--- src/rtl/dma_seg_mmap_pkg.sv ---
// rtl/dma_seg_mmap_pkg.sv - register offsets, INFO magic and run-state type for the segmented DMA map
package dma_seg_mmap_pkg;

    localparam logic [15:0] REG_CTRL   = 16'h0000;
    localparam logic [15:0] REG_SIZE   = 16'h0002;
    localparam logic [15:0] REG_COUNT  = 16'h0004;
    localparam logic [15:0] REG_INFO   = 16'h0006;
    localparam logic [15:0] REG_SEG0   = 16'h0008;

    localparam logic [15:0] INFO_MAGIC = 16'hD5E6;

    typedef enum logic {
        IDLE = 1'b0,
        BUSY = 1'b1
    } run_state_e;

endpackage

--- src/rtl/mmio_if.sv ---
// rtl/mmio_if.sv - 64-bit MMIO word-addressed register port
interface mmio_if;

    logic        rd_en;
    logic [15:0] rd_addr;
    logic [63:0] rd_data;
    logic        wr_en;
    logic [15:0] wr_addr;
    logic [63:0] wr_data;

    modport user (
        input  rd_en,
        input  rd_addr,
        output rd_data,
        input  wr_en,
        input  wr_addr,
        input  wr_data
    );

endinterface

--- src/rtl/dma_seg_run_ctrl.sv ---
// rtl/dma_seg_run_ctrl.sv - IDLE/BUSY run FSM with go pulse, sticky done and completion counter
module dma_seg_run_ctrl
    import dma_seg_mmap_pkg::*;
#(
    parameter int CNT_WIDTH = 32
) (
    input  logic                 clk,
    input  logic                 rst,
    input  logic                 go_req,
    input  logic                 cnt_clr,
    input  logic                 done,
    output logic                 go,
    output logic                 busy,
    output logic                 done_sticky,
    output logic [CNT_WIDTH-1:0] count
);

    run_state_e           state_q, state_d;
    logic                 go_q, go_d;
    logic                 sticky_q, sticky_d;
    logic [CNT_WIDTH-1:0] count_q, count_d;

    always_comb begin
        state_d  = state_q;
        go_d     = 1'b0;
        sticky_d = sticky_q;
        count_d  = count_q;
        if (state_q == IDLE) begin
            if (go_req) begin
                state_d  = BUSY;
                go_d     = 1'b1;
                sticky_d = 1'b0;
            end
        end else begin
            // A go request seen while busy is simply dropped.
            if (done) begin
                state_d  = IDLE;
                sticky_d = 1'b1;
                count_d  = count_q + 1'b1;
            end
        end
        if (cnt_clr) begin
            count_d = '0;
        end
    end

    always_ff @(posedge clk) begin
        if (rst) begin
            state_q  <= IDLE;
            go_q     <= 1'b0;
            sticky_q <= 1'b0;
            count_q  <= '0;
        end else begin
            state_q  <= state_d;
            go_q     <= go_d;
            sticky_q <= sticky_d;
            count_q  <= count_d;
        end
    end

    assign go          = go_q;
    assign busy        = (state_q == BUSY);
    assign done_sticky = sticky_q;
    assign count       = count_q;

endmodule

--- src/rtl/dma_seg_memory_map.sv ---
// rtl/dma_seg_memory_map.sv - MMIO register file for the segmented DMA loopback AFU
module dma_seg_memory_map
    import dma_seg_mmap_pkg::*;
#(
    parameter int          ADDR_WIDTH = 64,
    parameter int          SIZE_WIDTH = 32,
    parameter int          NUM_SEGS   = 4,
    parameter logic [15:0] BASE_ADDR  = 16'h0050,
    parameter int          CNT_WIDTH  = 32
) (
    input  logic                                 clk,
    input  logic                                 rst,
    mmio_if.user                                 mmio,
    output logic [NUM_SEGS-1:0][ADDR_WIDTH-1:0]  wr_addr,
    output logic [SIZE_WIDTH-1:0]                size,
    output logic                                 go,
    input  logic                                 done
);

    localparam logic [15:0] A_CTRL  = BASE_ADDR + REG_CTRL;
    localparam logic [15:0] A_SIZE  = BASE_ADDR + REG_SIZE;
    localparam logic [15:0] A_COUNT = BASE_ADDR + REG_COUNT;
    localparam logic [15:0] A_INFO  = BASE_ADDR + REG_INFO;

    logic                                busy;
    logic                                done_sticky;
    logic [CNT_WIDTH-1:0]                count;
    logic [SIZE_WIDTH-1:0]               size_q, size_d;
    logic [NUM_SEGS-1:0][ADDR_WIDTH-1:0] seg_q, seg_d;
    logic [63:0]                         rd_data_q, rd_data_d;
    logic [63:0]                         rd_val;
    logic [NUM_SEGS-1:0]                 seg_wr_hit;
    logic [NUM_SEGS-1:0][63:0]           seg_rd_val;
    logic                                unused_wr_data;

    assign unused_wr_data = ^mmio.wr_data;

    genvar gi;
    generate
        for (gi = 0; gi < NUM_SEGS; gi++) begin : g_seg_dec
            localparam logic [15:0] A_SEG = 16'(BASE_ADDR + REG_SEG0 + 16'(2 * gi));
            assign seg_wr_hit[gi] = mmio.wr_en && (mmio.wr_addr == A_SEG);
            assign seg_rd_val[gi] = (mmio.rd_addr == A_SEG) ? 64'(seg_q[gi]) : 64'd0;
        end
    endgenerate

    dma_seg_run_ctrl #(
        .CNT_WIDTH (CNT_WIDTH)
    ) u_run_ctrl (
        .clk         (clk),
        .rst         (rst),
        .go_req      (mmio.wr_en && (mmio.wr_addr == A_CTRL) && mmio.wr_data[0]),
        .cnt_clr     (mmio.wr_en && (mmio.wr_addr == A_COUNT)),
        .done        (done),
        .go          (go),
        .busy        (busy),
        .done_sticky (done_sticky),
        .count       (count)
    );

    // Configuration is frozen for the duration of a transfer.
    always_comb begin
        size_d = size_q;
        seg_d  = seg_q;
        if (!busy && mmio.wr_en && (mmio.wr_addr == A_SIZE)) begin
            size_d = mmio.wr_data[SIZE_WIDTH-1:0];
        end
        for (int i = 0; i < NUM_SEGS; i++) begin
            if (!busy && seg_wr_hit[i]) begin
                seg_d[i] = mmio.wr_data[ADDR_WIDTH-1:0];
            end
        end
    end

    always_comb begin
        rd_val = 64'd0;
        if (mmio.rd_addr == A_CTRL) begin
            rd_val = {62'd0, busy, done_sticky};
        end else if (mmio.rd_addr == A_SIZE) begin
            rd_val = 64'(size_q);
        end else if (mmio.rd_addr == A_COUNT) begin
            rd_val = 64'(count);
        end else if (mmio.rd_addr == A_INFO) begin
            rd_val = {32'd0, 16'(NUM_SEGS), INFO_MAGIC};
        end
        for (int i = 0; i < NUM_SEGS; i++) begin
            rd_val = rd_val | seg_rd_val[i];
        end
        rd_data_d = mmio.rd_en ? rd_val : rd_data_q;
    end

    always_ff @(posedge clk) begin
        if (rst) begin
            size_q    <= '0;
            seg_q     <= '0;
            rd_data_q <= '0;
        end else begin
            size_q    <= size_d;
            seg_q     <= seg_d;
            rd_data_q <= rd_data_d;
        end
    end

    assign mmio.rd_data = rd_data_q;
    assign wr_addr      = seg_q;
    assign size         = size_q;

endmodule

--- src/flat_wrapper.sv ---
// flat-port wrapper written by rule: the top's interface ports become plain ports
module dma_seg_memory_map_flat import dma_seg_mmap_pkg::*;
#(
    parameter int          ADDR_WIDTH = 64,
    parameter int          SIZE_WIDTH = 32,
    parameter int          NUM_SEGS   = 4,
    parameter logic [15:0] BASE_ADDR  = 16'h0050,
    parameter int          CNT_WIDTH  = 32
)
  (clk, rst, wr_addr, size, go, done, mmio_rd_en, mmio_rd_addr, mmio_rd_data, mmio_wr_en, mmio_wr_addr, mmio_wr_data);
  mmio_if mmio_i ();
  input  logic clk;
  input  logic rst;
  output logic [NUM_SEGS-1:0][ADDR_WIDTH-1:0] wr_addr;
  output logic [SIZE_WIDTH-1:0] size;
  output logic go;
  input  logic done;
  input wire logic [$bits(mmio_i.rd_en)-1:0] mmio_rd_en;
  input wire logic [$bits(mmio_i.rd_addr)-1:0] mmio_rd_addr;
  output wire logic [$bits(mmio_i.rd_data)-1:0] mmio_rd_data;
  input wire logic [$bits(mmio_i.wr_en)-1:0] mmio_wr_en;
  input wire logic [$bits(mmio_i.wr_addr)-1:0] mmio_wr_addr;
  input wire logic [$bits(mmio_i.wr_data)-1:0] mmio_wr_data;
  assign mmio_i.rd_en = mmio_rd_en;
  assign mmio_i.rd_addr = mmio_rd_addr;
  assign mmio_rd_data = mmio_i.rd_data;
  assign mmio_i.wr_en = mmio_wr_en;
  assign mmio_i.wr_addr = mmio_wr_addr;
  assign mmio_i.wr_data = mmio_wr_data;
  dma_seg_memory_map #(.ADDR_WIDTH(ADDR_WIDTH), .SIZE_WIDTH(SIZE_WIDTH), .NUM_SEGS(NUM_SEGS), .BASE_ADDR(BASE_ADDR), .CNT_WIDTH(CNT_WIDTH)) u_core (.clk(clk), .rst(rst), .mmio(mmio_i), .wr_addr(wr_addr), .size(size), .go(go), .done(done));
endmodule
--- config.mk ---
export PLATFORM = sky130hd
export DESIGN_NAME = dma_seg_memory_map_flat
export DESIGN_NICKNAME = d
export VERILOG_FILES = /design/src/rtl/dma_seg_mmap_pkg.sv /design/src/rtl/mmio_if.sv /design/src/rtl/dma_seg_run_ctrl.sv /design/src/rtl/dma_seg_memory_map.sv /design/src/flat_wrapper.sv
export SDC_FILE = /design/constraint.sdc
export NUM_CORES = 1
export LEC_CHECK = 0
export ABC_AREA = 1
export ABC_CLOCK_PERIOD_IN_PS = 2900
export CORE_AREA = 4 4 298 242
export DETAILED_ROUTE_END_ITERATION = 10
export DIE_AREA = 0 0 302 246
export GPL_ROUTABILITY_DRIVEN = 0
export GPL_TIMING_DRIVEN = 0
export SYNTH_ARGS = -nofsm -noshare
export SYNTH_HDL_FRONTEND = slang
export SYNTH_SLANG_ARGS = --single-unit
--- constraint.sdc ---
create_clock -name clk -period 2.9 [get_ports clk]
set_input_delay 0.725 -clock clk [delete_from_list [all_inputs] [get_ports clk]]
set_output_delay 0.725 -clock clk [all_outputs]
set_load 0.01 [all_outputs]
Word level (Yosys, flattened, before mapping)

Cells that the tools add are included.

Logic and storage cells: 64
Bits in writable memories: 0
Input port bits: 101
Memories kept: 0
Bits in registers: 387
Memory bits (read-only): 0
Bits in latches: 0

Div/mod/pow operators: 0
Bitwise gates (word level): 4
$mul: 0
Reduce and logical (&&, ||, !) cells: 19
Shift-type cells: 0
Eq/ne operators: 16
$lt $le $gt $ge: 0
Add/subtract/negate cells: 1
Muxes and demuxes: 14

Operators with widths:

| operator                | number |
|---|---|
| $mux W64                | 7 |
| $or A64 B64 Y64         | 4 |
| $eq A16 B7 Y1 const B   | 15 |
| $add A32 B1 Y32 const B | 1 |
| $mux W19                | 1 |
| $logic_and A1 B1 Y1     | 13 |
| $mux W1                 | 6 |
| $reduce_and A2 Y1       | 2 |
| $reduce_or A2 Y1        | 2 |
| $ne A2 B2 Y1 const B    | 1 |
| $reduce_bool A2 Y1      | 1 |
| $logic_not A1 Y1        | 1 |

Logic depth before layout (Yosys ltp)

Gate-level depths: netlist of run 1.

Word-level depth: 9
Mapped depth: 12
Mapped depth without buffers: 12

Modules after synthesis

Synthesis of run 1 repeated with hierarchy kept, for this count alone.

Cells, all modules: 2455
Area, all modules: 16983.8 um^2

Modules (own cells, without submodules):

| module             | sequential area each (um^2) | cells each | times used | area an instance (um^2) |
|---|---|---|---|---|
| dma_seg_memory_map | 7046.8                      | 2177       | 1          | 15153.3 |
| dma_seg_run_ctrl   | 700.7                       | 278        | 1          | 1830.5 |

Worst setup path after synthesis of run 1

Ideal clock, no wire load.

Path kind: input to register
Start: input mmio_wr_addr[13]
End: register u_core.seg_q, in the netlist u_core.wr_addr[239]
Setup time: 0.128 ns
Data required time: 2.772 ns
Setup slack: 1.033 ns
Data arrival time: 1.738 ns
Cell stages on the path: 8
Cell sequence: nor2_1 nand2_1 nor2_2 nand3_1 buf_2 clkbuf_1 o21ai_0 a21oi_1

Cells in the longest elaborated chain, start to end: 3

RTL lines:

| item                 | RTL line                 | text |
|---|---|---|
| start, declared      | flat_wrapper.sv:22       | `input wire logic [$bits(mmio_i.wr_addr)-1:0] mmio_wr_addr;` |
| $eq A16 B7 Y1        | dma_seg_memory_map.sv:42 | `assign seg_wr_hit[gi] = mmio.wr_en && (mmio.wr_addr == A_SEG);` |
| $logic_and A1 B1 Y1  | dma_seg_memory_map.sv:42 |  |
| $logic_and A1 B1 Y1  | dma_seg_memory_map.sv:69 | `if (!busy && seg_wr_hit[i]) begin` |
| end signal, assigned | dma_seg_memory_map.sv:99 | `seg_q <= seg_d;` |
| end, declared        | dma_seg_memory_map.sv:29 | `logic [NUM_SEGS-1:0][ADDR_WIDTH-1:0] seg_q, seg_d;` |

No other way between the ends.
A chain may end at the register's enable or synchronous reset.

==> results of run 1 <==
[logic make-up (layout without fill, tap and decap cells)]
| logic type | after synthesis | count (layout) |
|---|---|---|
| and+or+nand+nor | 768 | 768 |
| other | 0 | 3 |
| AOI/OAI and AO/OA | 745 | 745 |
| xor gates and xnor gates | 9 | 9 |
| DFF | 387 | 387 |
| buffers and inverters | 555 | 1085 |
| adders and majority gates | 1 | 1 |
[sequential cells by signal, summed over array words and instances (netlist names)]
signal and cells:
u_core.u_run_ctrl.busy 1, u_core.mmio.rd_data 64, u_core.size 32, u_core.u_run_ctrl.done_sticky 1
u_core.u_run_ctrl.go 1, u_core.u_run_ctrl.count 32, u_core.wr_addr 256
[metrics by stage]
stage	hold WS (ns)	TNS, ns	util (%)	total power [W]	setup slack (ns)
floorplan	0.452	0	-	0.00577	1.03
global placement	0.451	-24.96	33.3	0.00621	-0.547
detailed placement	0.453	-27.01	33.3	0.00621	-0.535
CTS	0.462	0	35.4	0.0120	0.0837
global route	0.481	0	35.4	0.0123	0.0193
finish	0.458	0	35.4	0.0119	0.0369
[worst reg2reg max path, cell delays in order (launching register included)]
cell      delay (ns)
dfxtp_1         0.43
nor2_2          0.09
nand4_1         0.12
clkbuf_1        0.79
buf_2           0.46
o21ai_0         0.17
a21oi_1         0.17
[synth_stat cells]
master	n	area, µm²
inv_1	388	1460
dfxtp_1	387	7750
a21oi_1	345	1730
o21ai_0	325	1630
nand2_1	293	1100
nor2_1	233	875
nand3_1	158	791
clkbuf_1	88	330
o21ai_1	73	365
buf_2	52	260
nand4_1	29	181
nand2_2	13	81.3
nor2_2	12	75.1
buf_4	9	67.6
buf_6	8	90.1
nor2_4	7	78.8
xnor2_1	6	52.6
inv_2	5	18.8
nand3b_1	5	37.5
nor3_1	5	25.0
buf_1	4	15.0
xor2_1	3	26.3
and2_1	2	12.5
nand2_4	2	22.5
nand3_2	2	20.0
or2_2	2	12.5
and3_1	1	6.26
clkinv_2	1	5.00
ha_1	1	12.5
nor3_2	1	10.0
nor4_1	1	6.26
o211ai_1	1	7.51
o21bai_1	1	7.51
or2_0	1	6.26
or2_1	1	6.26
[worst paths after layout]
| path | startpoint | to | slack, ns | cells past startpoint |
|---|---|---|---|---|
| hold / removal | u_core.wr_addr[63] | u_core.wr_addr[63] | 0.46 | 2 |
| hold reg to reg | u_core.wr_addr[63] | u_core.wr_addr[63] | 0.46 | 2 |
| setup reg to reg | u_core.u_run_ctrl.busy | u_core.wr_addr[18] | 0.61 | 6 |
| setup / recovery | mmio_rd_en | u_core.mmio.rd_data[2] | 0.04 | 6 |
[final cells by class]
type / instances / share of cell area [%]
repair buffers: 451 / 18.6
diodes: 3 / 0.0309
inverters: 394 / 6.09
multi-input cells: 1523 / 29.5
clock inverters: 17 / 0.838
clock buffers: 62 / 5.26
well taps: 924 / 4.75
flip-flops and latches: 387 / 31.9
plain buffers: 161 / 3.14
[power by group through the flow]
| stage | combinational (W) | clock [W] | sequential [W] |
|---|---|---|---|
| floorplan | 0.000251 | 0 | 0.00552 |
| global placement | 0.000707 | 0 | 0.00550 |
| detailed placement | 0.000709 | 0 | 0.00550 |
| CTS | 0.000712 | 0.00594 | 0.00538 |
| global route | 0.000771 | 0.00615 | 0.00538 |
| finish | 0.000717 | 0.00585 | 0.00538 |
[per-layer routing]
| layer | GRT usage [%] | up-vias | routed length (µm) |
|---|---|---|---|
| li1 | - | 8945 | - |
| met1 | 30.4 | 8826 | 38200 |
| met2 | 34.1 | 771 | 37500 |
| met3 | 6.45 | 132 | 8570 |
| met4 | 7.45 | 0 | 2830 |
| met5 | 0 | - | 0 |
==> flow_summary.ini, run 1 <==
[floorplan]
die_w_um = 302
pin_count = 454
die_y_um = 246
core_um2 = 68700
row_count = 86
dieArea_um2 = 74300
start_util_pct = 25.0

[sta]
finalHoldViolCount = 0
relSlewSlack_pct = 29.9
skew_ns = 0.0169
rsz0062_at_grt = no
setup_violations = 0
clock.fmax_ghz = 0.349
slew_viol_final = 0
worst_slew_pin_slew_ns = 1.05
fin_crit_sh_pct = 98.7
fin_crit_ns = 2.86

[worst_setup_path]
required_ns = 3.36
crit_buf_inv = 4
path_max_fanout = 10
path_common_cell = clkbuf_1
crit_arrival_ns = 3.33
path_delay_family = buffers and inverters
slowest_delay_ns = 0.73
cp_slowest_cell = clkbuf_1
crit_path_cell_trace = buf_2, clkbuf_1, clkbuf_1, nand3_1, nand2_1, inv_1
start_kind = input port
endpoint_kind = register
crit_type = input port to register

[synthesis]
synth-compound-area-share_pct = 21.8
synth_mux_area_share_pct = 0
yosys.area_share.simple_pct = 19.5
synth-xor-area-share_pct = 0.459
ys_ff_latch = 387
netlist_area_um2 = 17200
synth_warnings = 0
synth_cell_types = 35
synth-adder-area-share_pct = 0.0729
avgSynthCellArea_um2 = 6.96
syn_nets = 2567
synth-seq-area-share_pct = 45.1
syn-instance-count = 2465
synth_top_family_by_area = compound AO/OA/AOI/OAI gates

[pwr]
combPwrFrac_pct = 6.0
pwr-share-clk_pct = 49.0
p_sw_w = 0.00287
sequentialPowerShare_pct = 45.0
swShare_pct = 24.0
leakagePower_nw = 8.48
irDropWorstVdd_mv = 0.334
p_int_w = 0.00908
power_density_nw_per_um2 = 491

[cells_and_area]
final_cell_area_um2 = 24300
final_cells = 3922
drive_gt1_share_pct = 6.21
flow.area_growth_from_synthesis_pct = 41.7
most-common-layout-cells = 451 x clkdlybuf4s50_1, 388 x inv_1, 387 x dfxtp_1
multi_input_area_um2 = 7170
regArea_um2 = 7750
n_fill_cell = 7445
nets = 3064
final_common_cell = clkdlybuf4s50_1

[clocking]
cts_buffers = 44
postCtsSetupBuffers = 0
cts.sinks = 387
ctsHtreeMaxLevel = 2
path_clk_slew_ns = 0.06
clk_latency_ns = 0.58
cts_hold_buf = 0
tritoncts = yes
post_cts_resized = 0
clockBufferDepth = 3
root_buffer = clkbuf_16

[detailed_routing]
drt_pass1_iterations = 5
via_count = 18700
ant_nets = 0
vias_per_cell = 4.76
drc = 0
wl_um = 87100
routedWlPerCell_um = 22.2
drtIter0Drc = 1786

[job]
cap_violations = 0

[global_routing]
overflow = 0
grt_pass1_vias = 17200
groute.usage.overall_pct = 22.4
grt_max_degree = 14
grt_pass1_wl_um = 122000
grt_antenna_before_repair = 5

[worst_hold_path]
hold_path.class = register to register

[place]
dp_hpwl_um = 66600
dp_cells = 3840
post_dp_cell_area_um2 = 22800
io_buffer_count = 451

[status]
run_status = completed
(Power assumes the default switching activity.)
==> run 2, diff against run 1 <==
--- a/config.mk
+++ b/config.mk
@@ -10,2 +10,3 @@
 export CORE_AREA = 4 4 298 242
+export CTS_CLUSTER_DIAMETER = 150
 export DETAILED_ROUTE_END_ITERATION = 10
==> constraint.sdc (replaced) <==
create_clock -name clk -period 2.9 [get_ports clk]
set_input_delay 0.58 -clock clk [delete_from_list [all_inputs] [get_ports clk]]
set_output_delay 0.58 -clock clk [all_outputs]
set_load 0.01 [all_outputs]
==> results of run 2 <==
The final DEF is identical to that of run 1. Status: completed.
Among the figures that moved: setup slack after placement -0.535 ns -> -0.390 ns; setup slack after layout 0.0369 ns -> 0.182 ns
==> run 3, diff against run 2 <==
Settings changed: ABC_CLOCK_PERIOD_IN_PS 2900 to 3400, CAP_MARGIN from default to 20.
Clock period 2.9 ns to 3.4 ns, I/O delays scaled along.
==> results of run 3 <==
The final DEF is identical to that of run 1. Status: completed.
Among the figures that moved: setup slack after placement -0.535 ns -> 0.0104 ns; setup slack after layout 0.0369 ns -> 0.582 ns; register-to-register setup slack 0.61 ns -> 1.11 ns; total power 0.0119 W -> 0.0102 W; worst IR drop on VDD 0.334 mV -> 0.285 mV
